$ cat config.mk
export PLATFORM = sky130hd
export DESIGN_NAME = if_stage_flat
export DESIGN_NICKNAME = d
export VERILOG_FILES = /design/src/rtl/if_stage_pkg.sv /design/src/rtl/if_stage_if.sv /design/src/rtl/if_id_reg.sv /design/src/rtl/if_stage.sv /design/src/flat_wrapper.sv
export SDC_FILE = /design/constraint.sdc
export NUM_CORES = 1
export LEC_CHECK = 0
export BUFFER_PORTS_ARGS = -buffer_cell sky130_fd_sc_hd__buf_2
export CELL_PAD_IN_SITES_DETAIL_PLACEMENT = 0
export CELL_PAD_IN_SITES_GLOBAL_PLACEMENT = 1
export CORE_UTILIZATION = 40
export CTS_CLUSTER_SIZE = 20
export DETAILED_ROUTE_END_ITERATION = 8
export PLACE_DENSITY = 0.86
export SLEW_MARGIN = 30
export SYNTH_ARGS = -nofsm -noshare
export SYNTH_HDL_FRONTEND = slang
export SYNTH_HIERARCHICAL = 1
export SYNTH_SLANG_ARGS = --single-unit
$ cat constraint.sdc
create_clock -name clk -period 4.1 [get_ports clk]
set_clock_uncertainty 0.15 [all_clocks]
set_input_delay 0.205 -clock clk [delete_from_list [all_inputs] [get_ports clk]]
set_output_delay 0.205 -clock clk [all_outputs]
set_load 0.05 [all_outputs]
$ cat src/rtl/if_stage_pkg.sv
// if_stage_pkg: shared constants and types for the instruction-fetch stage.
//   NOP_INSTR - encoding used for pipeline bubbles
//   PC_STEP   - sequential PC increment
//   fetch_state_e - redirect state of the fetch stage
package if_stage_pkg;

  localparam logic [31:0] NOP_INSTR = 32'h0000_0000;
  localparam logic [31:0] PC_STEP   = 32'd4;

  typedef enum logic {
    ST_RUN              = 1'b0,
    ST_REDIRECT_PENDING = 1'b1
  } fetch_state_e;

endpackage

$ cat src/rtl/if_stage_if.sv
// if_stage_if: bus between the fetch stage and its surroundings
// (instruction memory, decode control unit, decode stage).
//   master - the fetch stage side
//   slave  - memory / control unit / decode side
interface if_stage_if;

  logic [31:0] imem_addr;
  logic [31:0] imem_data;
  logic [31:0] if_instr;
  logic        stall;
  logic        branch_taken;
  logic [31:0] branch_target;
  logic [31:0] id_instr;
  logic [31:0] id_pc4;
  logic        id_valid;

  modport master (
    output imem_addr, if_instr, id_instr, id_pc4, id_valid,
    input  imem_data, stall, branch_taken, branch_target
  );

  modport slave (
    input  imem_addr, if_instr, id_instr, id_pc4, id_valid,
    output imem_data, stall, branch_taken, branch_target
  );

endinterface

$ cat src/rtl/if_id_reg.sv
// if_id_reg: IF/ID pipeline register.
//   clk, rst  - clock, async active-low reset
//   bubble    - 1: load a NOP and clear valid, keep pc4; 0: load instr/pc4
//   instr     - instruction fetched this cycle
//   pc4       - PC+4 of that instruction
//   id_instr, id_pc4, id_valid - registered outputs towards decode
module if_id_reg
  import if_stage_pkg::*;
(
  input  logic        clk,
  input  logic        rst,
  input  logic        bubble,
  input  logic [31:0] instr,
  input  logic [31:0] pc4,
  output logic [31:0] id_instr,
  output logic [31:0] id_pc4,
  output logic        id_valid
);

  always_ff @(posedge clk or negedge rst) begin
    if (!rst) begin
      id_instr <= NOP_INSTR;
      id_pc4   <= 32'h0;
      id_valid <= 1'b0;
    end else if (bubble) begin
      // id_pc4 deliberately holds across a bubble
      id_instr <= NOP_INSTR;
      id_valid <= 1'b0;
    end else begin
      id_instr <= instr;
      id_pc4   <= pc4;
      id_valid <= 1'b1;
    end
  end

endmodule

$ cat src/rtl/if_stage.sv
// if_stage: instruction-fetch stage with IF/ID register.
//   clk, rst  - clock, async active-low reset
//   bus       - if_stage_if.master: imem address/data, if_instr, stall and
//               branch inputs from decode, IF/ID outputs
//   stall_cnt - saturating count of cycles with stall=1
//   flush_cnt - saturating count of bubbles caused by branch flush
//
// state               | meaning
// --------------------+------------------------------------------------------
// ST_RUN              | normal fetch, no redirect outstanding
// ST_REDIRECT_PENDING | taken branch seen during stall (DELAY_SLOT=1); the
//                     | delay slot waits in IF, target applied when stall drops
module if_stage
  import if_stage_pkg::*;
#(
  parameter logic [31:0] RESET_PC   = 32'h0000_0000,
  parameter int          DELAY_SLOT = 0,
  parameter int          CNT_W      = 16
) (
  input  logic             clk,
  input  logic             rst,
  if_stage_if.master       bus,
  output logic [CNT_W-1:0] stall_cnt,
  output logic [CNT_W-1:0] flush_cnt
);

  fetch_state_e state_q, state_d;
  logic [31:0]  pc_q, pc_d, pc_plus4;
  logic [31:0]  pend_target_q, pend_target_d;
  logic         pend_valid;
  logic         bubble;
  logic         flush;

  assign pc_plus4     = pc_q + PC_STEP;
  assign pend_valid   = (state_q == ST_REDIRECT_PENDING);
  assign bus.imem_addr = pc_q;
  assign bus.if_instr  = bus.imem_data;

  always_ff @(posedge clk or negedge rst) begin
    if (!rst) begin
      state_q       <= ST_RUN;
      pc_q          <= RESET_PC;
      pend_target_q <= 32'h0;
    end else begin
      state_q       <= state_d;
      pc_q          <= pc_d;
      pend_target_q <= pend_target_d;
    end
  end

  always_comb begin
    state_d       = state_q;
    pend_target_d = pend_target_q;
    pc_d          = pc_plus4;
    bubble        = 1'b0;
    flush         = 1'b0;
    case (state_q)
      ST_RUN: begin
        if (bus.branch_taken && DELAY_SLOT == 0) begin
          // the fall-through instruction in IF is squashed
          pc_d   = bus.branch_target;
          bubble = 1'b1;
          flush  = 1'b1;
        end else if (bus.branch_taken && bus.stall) begin
          // delay slot is stalled in IF; remember where to go afterwards
          state_d       = ST_REDIRECT_PENDING;
          pend_target_d = bus.branch_target;
          pc_d          = pc_q;
          bubble        = 1'b1;
        end else if (bus.branch_taken) begin
          pc_d = bus.branch_target;
        end else if (bus.stall) begin
          pc_d   = pc_q;
          bubble = 1'b1;
        end
      end
      ST_REDIRECT_PENDING: begin
        // a new branch cannot be in ID here; the pending target always wins
        if (bus.stall) begin
          pc_d   = pc_q;
          bubble = 1'b1;
        end else begin
          pc_d    = pend_target_q;
          state_d = ST_RUN;
        end
      end
      default: state_d = ST_RUN;
    endcase
  end

  if_id_reg u_if_id_reg (
    .clk      (clk),
    .rst      (rst),
    .bubble   (bubble),
    .instr    (bus.imem_data),
    .pc4      (pc_plus4),
    .id_instr (bus.id_instr),
    .id_pc4   (bus.id_pc4),
    .id_valid (bus.id_valid)
  );

  always_ff @(posedge clk or negedge rst) begin
    if (!rst) begin
      stall_cnt <= '0;
      flush_cnt <= '0;
    end else begin
      if (bus.stall && stall_cnt != '1) stall_cnt <= stall_cnt + 1'b1;
      if (flush && flush_cnt != '1)     flush_cnt <= flush_cnt + 1'b1;
    end
  end

  a_no_branch_while_pending : assert property (
    @(posedge clk) disable iff (!rst) !(pend_valid && bus.branch_taken)
  );

endmodule

$ cat src/flat_wrapper.sv
// flat-port wrapper written by rule: the top's interface ports become plain ports
module if_stage_flat import if_stage_pkg::*;
#(
  parameter logic [31:0] RESET_PC   = 32'h0000_0000,
  parameter int          DELAY_SLOT = 0,
  parameter int          CNT_W      = 16
)
  (clk, rst, stall_cnt, flush_cnt, bus_imem_addr, bus_if_instr, bus_id_instr, bus_id_pc4, bus_id_valid, bus_imem_data, bus_stall, bus_branch_taken, bus_branch_target);
  if_stage_if bus_i ();
  input  logic clk;
  input  logic rst;
  output logic [CNT_W-1:0] stall_cnt;
  output logic [CNT_W-1:0] flush_cnt;
  output wire logic [$bits(bus_i.imem_addr)-1:0] bus_imem_addr;
  output wire logic [$bits(bus_i.if_instr)-1:0] bus_if_instr;
  output wire logic [$bits(bus_i.id_instr)-1:0] bus_id_instr;
  output wire logic [$bits(bus_i.id_pc4)-1:0] bus_id_pc4;
  output wire logic [$bits(bus_i.id_valid)-1:0] bus_id_valid;
  input wire logic [$bits(bus_i.imem_data)-1:0] bus_imem_data;
  input wire logic [$bits(bus_i.stall)-1:0] bus_stall;
  input wire logic [$bits(bus_i.branch_taken)-1:0] bus_branch_taken;
  input wire logic [$bits(bus_i.branch_target)-1:0] bus_branch_target;
  assign bus_imem_addr = bus_i.imem_addr;
  assign bus_if_instr = bus_i.if_instr;
  assign bus_id_instr = bus_i.id_instr;
  assign bus_id_pc4 = bus_i.id_pc4;
  assign bus_id_valid = bus_i.id_valid;
  assign bus_i.imem_data = bus_imem_data;
  assign bus_i.stall = bus_stall;
  assign bus_i.branch_taken = bus_branch_taken;
  assign bus_i.branch_target = bus_branch_target;
  if_stage #(.RESET_PC(RESET_PC), .DELAY_SLOT(DELAY_SLOT), .CNT_W(CNT_W)) u_core (.clk(clk), .rst(rst), .bus(bus_i), .stall_cnt(stall_cnt), .flush_cnt(flush_cnt));
endmodule
# Word level (Yosys, flattened, before mapping)
# Index checks and enable logic that the tools add are counted.
# op_classes
add_sub_neg,3
n_eq_ne,5
n_mux,16
n_bitwise,2
reduce_logical,5
# ops
op,count
$mux W32,5
$pmux W32 S2,1
$add A16 B1 Y16 const B,2
$add A32 B3 Y32 const B,1
$ne A16 B16 Y1 const B,2
$mux W1,8
$ne A3 B3 Y1 const B,2
$reduce_and A3 Y1,2
$pmux W1 S2,2
$logic_and A1 B1 Y1,3
$ne A2 B2 Y1 const B,1
$not A1 Y1,2
# totals
register_bits,162
elab_cells,39

# Longest topological paths before layout
# Gate-level depths: netlist of run 1.
# depth
depth_word,5
mapped_depth,7

# Modules after synthesis
# Netlist of run 1, hierarchy kept.
# modules_own_cells
module,n_inst,cells_each,area_each_um2,seq_area_each_um2
if_stage,1,577,5381.4,2427.3
if_id_reg,1,137,2308.5,1626.6

# Worst setup path after synthesis of run 1
# Ideal clock, no wire load.
# synth_timing
kind,register to register
start,"reg u_core.pc_q[2], in the netlist u_core/bus.imem_addr[2]"
end,reg u_core.u_if_id_reg.id_pc4[28]
arrival_ns,2.185
required_ns,3.825
slack_ns,1.640
path_stages_with_launch,8
path_cell_list,dfrtp_1 -> ha_1 -> clkbuf_1 -> nand4_1 -> nor4_1 -> nand3_1 -> xnor2_2 -> mux2_4
# synth_between
elab_chain_len,1
# synth_rtl
item,line_no,source
"start, declared",if_stage.sv:28,"logic [31:0] pc_q, pc_d, pc_plus4;"
"start signal, assigned",if_stage.sv:46,pc_q <= pc_d;
$add A32 B3 Y32,if_stage.sv:34,assign pc_plus4 = pc_q + PC_STEP;
named net u_core.pc_plus4[28],if_stage.sv:28,
"end signal, assigned",if_id_reg.sv:31,id_pc4 <= pc4;
"end, declared",if_id_reg.sv:16,"output logic [31:0] id_pc4,"
# The timed path passes the listed nets, and every way through them passes these cells.
# A chain may end at the register's enable or synchronous reset.

# Worst setup path in the final report of run 1
# layout_timing
start,"reg u_core.state_q, in the netlist u_core/pend_valid"
end,"reg u_core.pc_q[29], in the netlist u_core/bus.imem_addr[29]"
# layout_between
elab_chain_len,3
# layout_rtl
item,line_no,source
"start, declared",if_stage.sv:27,"fetch_state_e state_q, state_d;"
"start signal, assigned",if_stage.sv:45,state_q <= state_d;
$not A1 Y1 (no line),--,
$ne A3 B3 Y1 (no line),--,
$reduce_and A3 Y1 (no line),--,
# Parallel ways exist; a longest one is shown, timed or not.

==> results of run 1 <==
==> layout by cell type, fill, tap and decap left out, types with 22 or more instances in the layout <==
cell	n
sky130_fd_sc_hd__nand4_1	22
sky130_fd_sc_hd__dlygate4sd3_1	43
sky130_fd_sc_hd__nor2b_1	34
sky130_fd_sc_hd__buf_2	227
sky130_fd_sc_hd__a21oi_1	31
sky130_fd_sc_hd__nand3_1	26
sky130_fd_sc_hd__dfrtp_1	161
sky130_fd_sc_hd__xnor2_1	41
sky130_fd_sc_hd__o21ai_0	62
sky130_fd_sc_hd__nand2_1	23
sky130_fd_sc_hd__nor2_1	27
==> critical path: stages (launching register included) <==
cell and delay [ns]:
sky130_fd_sc_hd__dfrtp_2 0.61, sky130_fd_sc_hd__nand2b_1 0.39, sky130_fd_sc_hd__nand2_1 0.58, sky130_fd_sc_hd__o21ai_0 0.19, sky130_fd_sc_hd__a221oi_1 0.29, sky130_fd_sc_hd__o21ai_0 0.14
==> synthesized netlist by cell type, drive strengths merged (2+ instances only) <==
| library cell | n |
|---|---|
| a211oi | 4 |
| a21oi | 31 |
| a222oi | 2 |
| a2bb2oi | 12 |
| a31oi | 4 |
| and2 | 4 |
| and3 | 14 |
| and4 | 3 |
| buf | 48 |
| clkbuf | 52 |
| dfrtp | 162 |
| ha | 3 |
| inv | 19 |
| mux2 | 35 |
| mux2i | 6 |
| nand2 | 24 |
| nand2b | 2 |
| nand3 | 28 |
| nand4 | 23 |
| nor2 | 27 |
| nor2b | 35 |
| nor3 | 15 |
| nor4 | 4 |
| o21a | 14 |
| o21ai | 64 |
| o22a | 3 |
| o22ai | 7 |
| o32ai | 2 |
| xnor2 | 42 |
| xor2 | 14 |
==> routing by layer <==
metal	vias to the layer above	global-route usage [%]	part of all wire (%)
li1	2833	-	-
met1	2891	29.0	45
met2	276	34.8	47
met3	21	6.05	7.3
met4	0	6.06	1.2
met5	-	0	0
==> registers in the layout (all words and copies together) (netlist names) <==
name	flops
u_core/bus.imem_addr	32
u_core/pend_target_q	32
u_core/u_if_id_reg/id_instr	32
u_core/u_if_id_reg/id_pc4	32
u_core/flush_cnt	16
u_core/stall_cnt	16
u_core/pend_valid	1
u_core/u_if_id_reg/id_valid	1
==> worst max-delay path by stage <==
stage	to	slack, ns	cells past startpoint
6_report	u_core/bus.imem_addr[29]	1.61	5
5_1_grt	u_core/bus.imem_addr[29]	1.47	5
4_1_cts	u_core/flush_cnt[4]	1.40	5
3_5_place_dp	u_core/flush_cnt[4]	1.43	5
3_3_place_gp	u_core/u_if_id_reg/id_pc4[31]	1.50	4
2_1_floorplan	u_core/u_if_id_reg/id_pc4[28]	1.64	7
==> power by group through the flow <==
stage | sequential (mW) | clock (mW) | combinational (mW)
6_report | 2.02 | 1.70 | 1.63
5_1_grt | 2.05 | 1.81 | 1.72
4_1_cts | 2.02 | 1.73 | 1.64
3_5_place_dp | 2.05 | 0 | 1.60
3_3_place_gp | 2.05 | 0 | 1.59
2_1_floorplan | 2.70 | 0 | 0.527
==> layout make-up <==
type | count | area share (%)
clock inverter | 14 | 1.97
clock buffer | 18 | 4.52
inverter | 19 | 0.734
timing repair buffer | 279 | 16.9
multi-input combinational | 433 | 31.1
tap | 234 | 3.01
sequential | 162 | 41.7
==> repair_timing <==
item,in CTS,in global routing
hold buffers,43,0
hold endpoints to repair,147,0
endpoints found under the setup margin,0,0
==> cells by family (layout without fill, tap and decap cells) <==
family          Yosys count  in the layout  synth area share (%)
simple gates            184            184                  13.7
compound gates          149            149                  11.8
flops                   162            162                  52.7
mux                      41             41                  6.74
buf+inv                 119            330                  8.04
fa+ha+maj                 3              3                 0.488
xor+xnor                 56             56                  6.48
==> flow_results.org, run 1 <==
** Synth
- Summing every instance area after synthesis gives 7690 sq um.
- In this run the mean area of a mapped cell was 10.8 sq um.
- Post-synthesis cell type count :: 55
- Summing the sequential cell areas from Yosys gives 52.7% of the chip area.
- #FFs+latches synth :: 162
- sky130_fd_sc_hd__dfrtp_1 takes more of the synthesized area than any other cell.
- The Yosys step of the flow raised 6 warnings.
- Post-synthesis instance total :: 714
- In this run the biggest area consumer among cell types represents 52.7% of the synthesized area.
- Counting every net in the synthesized netlist gives 785.
- Top cells by area, synth :: sky130_fd_sc_hd__dfrtp_1 (53%), sky130_fd_sc_hd__xnor2_1 (4.7%), sky130_fd_sc_hd__o21ai_0 (4.0%)
- Async S/R FF share, synth :: 100%
- Number of enable-type register cells in the synthesized netlist :: 0
- Predominant post-synthesis flop cell :: sky130_fd_sc_hd__dfrtp_1

** Clock tree
- The later pin in the worst-skew pair is clocked with a latency of 0.43 ns.
- Clock-pin slew was measured on the worst setup and hold paths at 0.06 ns.
- TritonCTS clock tree :: built
- Setup Buffers After CTS :: 0
- Maximum number of buffers from clock root to sink :: 2
- The tree is rooted in a sky130_fd_sc_hd__clkbuf_16.
- Cts bufs inserted :: 17
- Sink count of the clock tree :: 162
- The H-tree was split into 4 levels.
- Number of cells upsized or downsized after cts :: 0

** Placement
- Placed instance area :: 8650 sq um
- Buffers placed on the I/O ports in this run total 228.
- Half-perimeter wire length after detailed placement :: 14.5 mm
- Cell Count Post-Placement :: 1,084
- Routability-driven placement finished with a final weighted congestion of 0.837.
- Worst slack at placement :: 1.43 ns

** Critical path
- The endpoint identified for the worst register-to-register timing path is u_core/bus.imem_addr[29].
- Launching element of the worst setup path :: u_core/pend_valid
- Critical Path Source Type :: flip-flop
- WP data arrival :: 2.62 ns
- Worst EP required :: 4.24 ns
- Of all nets on the critical path, the largest fanout is 33.
- R2r startpoint :: u_core/pend_valid
- Kind of end point of the critical path :: flip-flop
- Setup CP Type :: reg2reg
- R2R setup slack :: 1.61 ns
- R2R depth :: 5

** Route
- Number of vias per cell after detailed routing :: 5.19
- DR DRC count :: 0
- The count of nets left with antenna violations once routing finished came out at 0.
- Total number of vias :: 6,021
- The first TritonRoute pass finished after 5 iterations.
- Wires add up to 21.2 mm.
- Dividing the detail-routed wire length by the instance count gives 18.3 microns.
- After the first detailed-routing iteration, the DRC count stood at 443.

** Finish
- At the end of the flow the core is filled with cells to 51.8%.
- Area occupied by registers :: 4060 sq um
- Share of post-route cells with drive strength above 1 :: 34.5%
- The filler cells instantiated in the layout total 1,694.
- Post-route standard cell area excluding fillers :: 9710 sq um
- The number of antenna diodes in the final layout is 0.
- Synthesis-to-layout area growth :: 26.3%
- The count of cells in the finished layout, fillers not included, comes to 1,159.
- Area of combinational cells with multiple inputs :: 3020 sq um
- At the end of the flow, the number of nets in the layout was 983.

** Global routing
- The number of global-route vias before repair is 5,965.
- Remaining global-route overflow :: 0
- Entering global routing, the biggest net connects 108 pins.
- Global Route Usage Sum :: 21.7%
- The number of antenna violations at the first check in global routing was 0.
- The first global-routing pass estimated 32.9 mm of wire.

** Die
- The die is 141 microns tall.
- Top Ports :: 229
- Horizontal die dimension :: 141 microns
- Initial standard-cell utilization of the core :: 41.0%
- In this run the core area contains 50 standard-cell rows.
- Die area :: 19,800 sq um
- Placeable core region :: 18,800 sq um

** Worst hold path
- The worst hold path belongs to the class in2reg.
- Number of stages on the worst hold path :: 3
- Hold Path Origin :: bus_branch_target[7]
- For hold timing, the worst endpoint is u_core/bus.imem_addr[7].

** STA
- At the pin with the least slew margin, the transition time is 0.875 ns.
- Final setup slack of the worst path :: 1.61 ns
- Sum Neg Setup Slack :: 0 ns
- Across all hold checks on the routed design, the worst slack comes to 0.0125 ns.
- Number of failing hold endpoints at the final stage :: 0
- Count of endpoints failing setup in the final report :: 0
- Relative slew margins :: 41.6%
- The worst path in the final design needs a cycle of 2.49 ns, including I/O delays and setup.
- For this run, the top clock speed supported by timing is 0.402 GHz.
- Dividing the final minimum period by the clock period gives 60.6%.
- RSZ-0062 raised after global routing :: false
- Number of pins with negative max-slew slack in the final report :: 0

** Power and ir drop
- P_sw :: 2.10 mW
- Power share of the clock group :: 31.8%
- In this run, flip-flops and latches consume 37.7% of the power.
- Internal power consumption :: 3.26 mW
- Power spread over the standard cell area amounts to 551 nW/um^2.
- The worst-case IR drop observed on VDD is 0.324 mV.
- Switching share of power :: 39.1%
- Summed over all cells, the static leakage comes to 4.69 nW.
- Combinational cell fraction of total power :: 30.5%
- Post-layout power :: 5.36 mW

** Run
- Across the run, the number of max-cap violations was 0.

** Outcome
- Result of the run :: finished clean
Note: power is estimated with default switching activity, not from simulation.
==> run 2, diff against run 1 <==
CORE_UTILIZATION = 36   (was 40)
PLACE_DENSITY = 0.82   (was 0.86)
clock period = 2.2 ns   (was 4.1 ns; I/O delays follow)
==> run 2 against run 1 <==
  * Final cell count is 5.9% higher
  * Global-route usage is 1.3 points lower
  * Total power is 80% higher
  * Sequential power is 87% higher
  * Design area is 2.8% higher
  * Critical path depth stayed put
  * Core utilization is 4.1 points lower
  * Hold slack better by 0.010 ns
  * First-iteration DRC count is 22% lower
  * Critical endpoint is now u_core/u_if_id_reg/id_pc4[21]
  * Clock power is 62% higher
==> flow_results.org, run 2 (synthesis results as in run 1) <==
** Route
- The detailed-routing iteration count for the pre-antenna-repair pass is 4 (-1).
- The residual DRC count was 0 (unchanged).
- The first-iteration detailed-routing DRC count is 344 (-22%).
- The via count of the routed design was 6,051 (+0.50%).
- The mean number of vias per cell is 4.93 (-5.1%).
- Remaining antenna violation count :: 0 (unchanged)
- Post-detailed-route wirelength per cell :: 17.5 microns (-3.8%)
- Aggregate routed wire length :: 21.5 mm (+1.8%)

** Finish
- The final core utilization was 47.6% (-4.1 points).
- Number of antenna repair diodes :: 0 (unchanged)
- The final non-filler cell area was 9980 sq um (+2.8%).
- Share of post-route cells with drive strength above 1 :: 37.7% (+3.2 points)
- The library cell used most frequently in the layout, excluding fill and tap cells, is sky130_fd_sc_hd__buf_2.
- The area growth from synthesis to layout is 29.8%.
- Total of fill cells in the finished design :: 1,977 (+17%)
- The net count reported at finish is 1,010 (+2.7%).
- Non-filler cells, final :: 1,227 (+5.9%)
- Leading cell types in the layout, fill and taps excluded :: sky130_fd_sc_hd__buf_2 (227), sky130_fd_sc_hd__dfrtp_1 (142), sky130_fd_sc_hd__o21ai_0 (62)

** STA
- The final critical-path required period is 2.08 ns (-0.405 ns).
- Worst slew pin tran :: 0.527 ns (-0.348 ns)
- The post-route worst setup slack was 0.120 ns (-1.50 ns).
- F_max :: 0.481 GHz (+19%)
- The final-report max-slew violation count came to 0 (unchanged).
- The post-route fraction of the period consumed by the critical path was 94.6% (+34 points).
- The worst slew slack as a fraction of its limit is 64.8% (+23 points).
- Sum Neg Setup Slack :: 0 ns (unchanged)
- The worst-case hold slack is 0.0227 ns (+0.0102 ns).
- Setup repair after global routing left no endpoint under its margin.
- Count of endpoints failing setup in the final report :: 0 (unchanged)
- The total count of hold-check failures in the final report was 0 (unchanged).

** Worst hold path
- Tightest Hold Check Type :: in2async

** Placement
- Cell Count Post-Placement :: 1,147 (+5.8%)
- Port-buffer cells :: 228 (unchanged)
- Half-perimeter wire length after detailed placement :: 15.3 mm (+5.6%)
- The cell area after placement came to 8960 sq um (+3.6%).
- Placer Congestion :: 0.863 (+3.1%)
- The worst setup slack before clock tree synthesis is 0.154 ns (-1.27 ns).

** Clock tree
- The number of instances resized during post-cts repair was 0 (unchanged).
- Cts bufs inserted :: 17 (unchanged)
- CTS HTree Levels :: 4 (unchanged)
- Clk pin slew, worst setup/hold paths :: 0.07 ns (about the same)
- TritonCTS built the clock tree.
- The number of sinks driven by the clock tree was 162 (unchanged).
- Root buffer selected by CTS :: sky130_fd_sc_hd__clkbuf_16
- The maximum buffer depth of the clock tree was 2 (unchanged).
- The later-pin clock latency in the skew report was 0.42 ns (about the same).

** Critical path
- The worst reg-to-reg path cell count came to 5 (unchanged).
- Worst EP required :: 2.35 ns (-1.89 ns)
- The worst setup path is launched from a flip-flop.
- CP max FO :: 7 (-79%)
- WP data arrival :: 2.23 ns (-0.39 ns)
- The worst setup path is captured at a flip-flop.
- In this run the critical register-to-register path is launched from u_core/bus.imem_addr[14].
- Worst R2R End :: u_core/u_if_id_reg/id_pc4[21]
- The internal reg-to-reg setup slack came to 0.12 ns (-1.50 ns).
- The worst setup path is of the reg2reg kind.

** Global routing
- Pin count of the biggest net entering global routing :: 58 (-46%)
- Vias in the first global route :: 6,229 (+4.4%)
- Wire length of the first global-routing pass :: 34.4 mm (+4.7%)
- Antenna violations before repair :: 0 (unchanged)
- Remaining global-route overflow :: 0 (unchanged)
- Global Route Usage Sum :: 20.4% (-1.3 points)

** Power and ir drop
- Static leakage :: 4.78 nW (+1.9%)
- IR drop worst, VDD :: 0.529 mV (+63%)
- The power density over the cells came to 964 nW/um^2 (+75%).
- The total design power came to 9.63 mW (+80%).

** Die
- Die span in y :: 148 microns (+5.3%)
- The initial core utilization is 36.7% (-4.3 points).
- The number of core rows came to 53 (+6.0%).
- The area of the core came to 21,000 sq um (+12%).
- Top Ports :: 229 (unchanged)
- Horizontal die dimension :: 148 microns (+5.3%)
- Die area :: 21,900 sq um (+11%)

** Run
- Max-cap viol count :: 0 (unchanged)

** Outcome
- Result of the run :: finished clean
run 2: cell types whose count changed in the layout (fill, tap and decap cells not counted), sizes merged:
cell         change
dlygate4sd3      +4
bufinv           -3
clkinv           -1
clkinvlp         +6
inv              -3
buf             +24
run 2: worst max-delay path by stage:
stage	startpoint	endpoint	slack, ns	cells past startpoint
6_report	u_core/bus.imem_addr[14]	u_core/u_if_id_reg/id_pc4[21]	0.12	5
5_1_grt	u_core/bus.imem_addr[14]	u_core/bus.imem_addr[21]	0.03	6
4_1_cts	u_core/bus.imem_addr[14]	u_core/u_if_id_reg/id_pc4[21]	0.13	5
3_5_place_dp	u_core/bus.imem_addr[14]	u_core/u_if_id_reg/id_pc4[21]	0.15	5
3_3_place_gp	u_core/bus.imem_addr[14]	u_core/u_if_id_reg/id_pc4[21]	0.22	5
2_1_floorplan	u_core/bus.imem_addr[2]	u_core/u_if_id_reg/id_pc4[28]	-0.07	7
run 2: timing repair:
action / 4_1_cts / 5_1_grt
hold buffers: 47 / 0
buffers inserted: 0 / 1
endpoints found under the setup margin: 0 / 1
hold endpoints to repair: 208 / 0
run 2: cell type report:
cell class / instances / area, sq um / area share, %
flip-flops and latches: 162 / 4080 / 40.9
multi-input cells: 433 / 3030 / 30.4
repair buffers: 306 / 1910 / 19.2
clock buffers: 19 / 443 / 4.44
well taps: 275 / 344 / 3.45
clock inverters: 13 / 103 / 1.03
inverters: 19 / 71.3 / 0.714
run 2: critical path, cell delays in order (launching register included):
cell,delay [ns]
sky130_fd_sc_hd__dfrtp_2,0.43
sky130_fd_sc_hd__nand4_2,0.20
sky130_fd_sc_hd__or3_4,0.48
sky130_fd_sc_hd__nor4_4,0.32
sky130_fd_sc_hd__xnor2_1,0.12
sky130_fd_sc_hd__mux2_4,0.27
run 2: per-layer routing:
layer  global-route usage [%]  wire [microns]  up-vias
met5                        0               0        -
met4                     5.36             260        0
met3                     4.91            1290       20
met2                     33.9           10400      206
met1                     26.7            9560     2944
li1                         -               -     2881
run 2: power breakdown:
group          total, mW  internal, mW  switching (mW)
clock network       2.76          1.49            1.27
logic               3.10         0.905            2.20
registers           3.77          3.36           0.403
==> run 3, diff against run 2 <==
CORE_ASPECT_RATIO = 1.5   (was default)
CORE_UTILIZATION = 40   (was 36)
PLACE_DENSITY = 0.86   (was 0.82)
clock period = 2.3 ns   (was 2.2 ns; I/O delays follow)
==> run 3 against run 2 <==
  * Maximum frequency shrank 1.3%
  * Setup slack gained 0.072 ns
  * Final cell count shrank 1.8%
  * Core utilization grew 5.8 points
  * Die area shrank 9.8%
  * Design area grew 0.13%
  * Sequential power shrank 5.3%
  * Wire length shrank 6.1%
  * Non-clock buffer count grew 1
  * Critical path type unchanged
  * Highest routed layer unchanged
==> flow_results.org, run 3 (synthesis results as in run 1) <==
** Worst hold path
- End point of the most critical hold path :: u_core/bus.imem_addr[13]
- Hold Path Origin :: bus_branch_target[13]
- Tightest Hold Check Type :: in2reg
- Number of stages on the worst hold path :: 4

** Clock tree
- CTS HTree Levels :: 4 (unchanged)
- The tree is rooted in a sky130_fd_sc_hd__clkbuf_16.
- The clock slew at the register clock pins of the worst setup and hold paths is 0.07 ns (about the same).
- The number of sinks driven by the clock tree is 162 (unchanged).
- Cts bufs inserted :: 17 (unchanged)
- Clock latency reported for the late side of the worst-skew pair :: 0.43 ns (about the same)
- Maximum number of buffers from clock root to sink :: 2 (unchanged)
- TritonCTS built the clock tree.

** STA
- The final critical-path required period is 2.11 ns (+0.0280 ns).
- Period Utilization, post-route :: 91.7% (-2.9 points)
- RSZ-0062 raised after global routing :: false
- Number of pins with negative max-slew slack in the final report :: 0 (unchanged)
- Number of failing hold endpoints at the final stage :: 0 (unchanged)
- The post-route worst setup slack came to 0.192 ns (+0.0720 ns).
- Worst slew pin tran :: 0.675 ns (+0.147 ns)
- The maximum clock frequency is 0.474 GHz (-1.3%).
- The final sum of negative setup slack is 0 ns (unchanged).
- The final number of setup-violating endpoints is 0 (unchanged).
- The worst slew slack as a fraction of its limit was 55.0% (-9.8 points).

** Die
- The die height came to 172 microns (+16%).
- The number of core rows is 61 (+15%).
- Die area :: 19,800 sq um (-9.8%)
- Top Ports :: 229 (unchanged)
- Placeable core region :: 18,700 sq um (-11%)
- The floorplan die width is 115 microns (-22%).
- The initial core utilization was 41.1% (+4.4 points).

** Placement
- Placed instance area :: 8910 sq um (-0.56%)
- The worst setup slack before clock tree synthesis was 0.224 ns (+0.0709 ns).
- Port-buffer cells :: 228 (unchanged)
- The weighted congestion reported at the end of routability-driven placement is 0.880 (+1.9%).
- Half-perimeter wire length after detailed placement :: 14.6 mm (-4.4%)

** Finish
- From synthesis to final layout, the design area changed by 30.0%.
- Most common cell after layout, fill and taps aside :: sky130_fd_sc_hd__buf_2
- The net count reported at finish was 1,011 (+0.099%).
- The top cell types in the final layout, fill and taps aside, are sky130_fd_sc_hd__buf_2 (227), sky130_fd_sc_hd__dfrtp_1 (156), sky130_fd_sc_hd__o21ai_0 (62).
- Post-route standard cell area excluding fillers :: 10000 sq um (+0.13%)
- The number of antenna diodes was 0 (unchanged).
- Share of post-route cells with drive strength above 1 :: 36.4% (-1.3 points)
- Share of the core filled with cells in the final layout :: 53.5% (+5.8 points)

** Critical path
- Critical Path Source Type :: flip-flop
- Most Frequent Cell on Critical Path :: sky130_fd_sc_hd__nand4_1
- The worst reg-to-reg path cell count was 6 (+1).
- R2r startpoint :: u_core/bus.imem_addr[5]
- The data required time of the worst path came to 2.46 ns (+0.11 ns).
- The arrival time of data at the critical path endpoint was 2.27 ns (+0.04 ns).
- The worst setup path is of the reg2reg kind.
- In this run the critical register-to-register path is captured at u_core/bus.imem_addr[30].
- R2R setup slack :: 0.19 ns (+0.07 ns)
- The worst setup path is captured at a flip-flop.
- On the critical path, the stage with the largest delay is an instance of sky130_fd_sc_hd__dfrtp_1.
- CP max FO :: 7 (unchanged)
- Crit-path cells :: nand4_1, nor4_1, buf_4, nand4_1, xnor2_1, o31a_1
- Largest stage delay on the critical path :: 0.47 ns (about the same)

** Global routing
- The number of antenna violations at the first check in global routing was 0 (unchanged).
- Vias in the first global route :: 6,069 (-2.6%)
- Wire length of the first global-routing pass :: 31.4 mm (-8.7%)
- The overall track demand over capacity in global routing is 21.2% (+0.76 points).
- The leftover overflow at the end of global routing was 0 (unchanged).
- Pin count of the biggest net entering global routing :: 53 (-8.6%)

** Route
- The total wire length came to 20.2 mm (-6.1%).
- The mean number of vias per cell was 5.09 (+3.1%).
- Iter 0 DRT Violations :: 378 (+9.9%)
- The via count of the routed design came to 6,128 (+1.3%).
- The residual DRC count was 0 (unchanged).
- The average detailed-routed wire length per instance came to 16.8 microns (-4.3%).
- Remaining antenna violation count :: 0 (unchanged)
- The detailed-routing iteration count for the pre-antenna-repair pass came to 5 (+1).

** Power and ir drop
- The total design power came to 9.45 mW (-1.9%).
- IR drop worst, VDD :: 0.460 mV (-13%)
- The cell leakage power came to 4.84 nW (+1.1%).
- Power per cell area :: 945 nW/um^2 (-2.0%)

** Outcome
- The flow ran to the end, and the final reports show no timing, DRC or antenna violations.

** Run
- Max-cap viol count :: 0 (unchanged)
## run 3: changes by cell type in the layout (fill, tap and decap cells not counted), sizes merged
cell      before  now
clkbuf        19   17
buf          259  260
bufinv         0    1
clkinvlp       6    0
inv           23   27
clkinv         3    6
## run 3: metal layers
metal,part of all wire (%),vias up,GRT usage (%)
met4,1.7,0,7.51
met5,0,-,0
met3,6.1,25,5.21
met1,40,3011,25.1
li1,-,2898,-
met2,52,194,37.0
## run 3: worst max path at each step
| stage | startpoint | endpoint | slack [ns] | depth (start not counted) |
|---|---|---|---|---|
| 2_1_floorplan | u_core/bus.imem_addr[9] | u_core/u_if_id_reg/id_pc4[29] | 0.005 | 6 |
| 3_5_place_dp | u_core/bus.imem_addr[5] | u_core/bus.imem_addr[30] | 0.22 | 6 |
| 5_1_grt | u_core/bus.imem_addr[5] | u_core/u_if_id_reg/id_pc4[31] | 0.1 | 5 |
| 3_3_place_gp | u_core/bus.imem_addr[15] | u_core/u_if_id_reg/id_pc4[21] | 0.30 | 5 |
| 4_1_cts | u_core/bus.imem_addr[5] | u_core/bus.imem_addr[30] | 0.20 | 6 |
| 6_report | u_core/bus.imem_addr[5] | u_core/bus.imem_addr[30] | 0.19 | 6 |
## run 3: layout make-up
| type | count | area, sq um |
|---|---|---|
| fill | 1689 | 8700 |
| sequential | 162 | 4060 |
| multi-input combinational | 433 | 3030 |
| timing repair buffer | 307 | 1910 |
| clock buffer | 17 | 425 |
| tap | 252 | 315 |
| clock inverter | 15 | 190 |
| inverter | 19 | 71.3 |
## run 3: metrics by stage
step                      instances  hold WS [ns]
after floorplan                 714        -0.331
after global placement         1126       -0.0409
after detailed placement       1126       -0.0365
after CTS                      1205       0.00306
after global routing           1205        0.0499
final                          1205        0.0194
## run 3: critical path, delay by kind of cell, from the launching register on
kind                      cells  cell delay, ns
xor gates and xnor gates      1            0.20
buffers and inverters         1            0.19
AOI/OAI and AO/OA             1            0.29
and+or+nand+nor               3            0.69
DFF                           1            0.47
## run 3: power by group
group	switching [mW]	internal (mW)
registers	0.365	3.21
logic	2.09	0.872
clock network	1.34	1.57
## run 3: timing repair
item | 4_1_cts | 5_1_grt
resized for setup | 0 | 0
setup buffers | 0 | 0
hold buffers | 47 | 0
endpoints found under the hold margin | 177 | 0
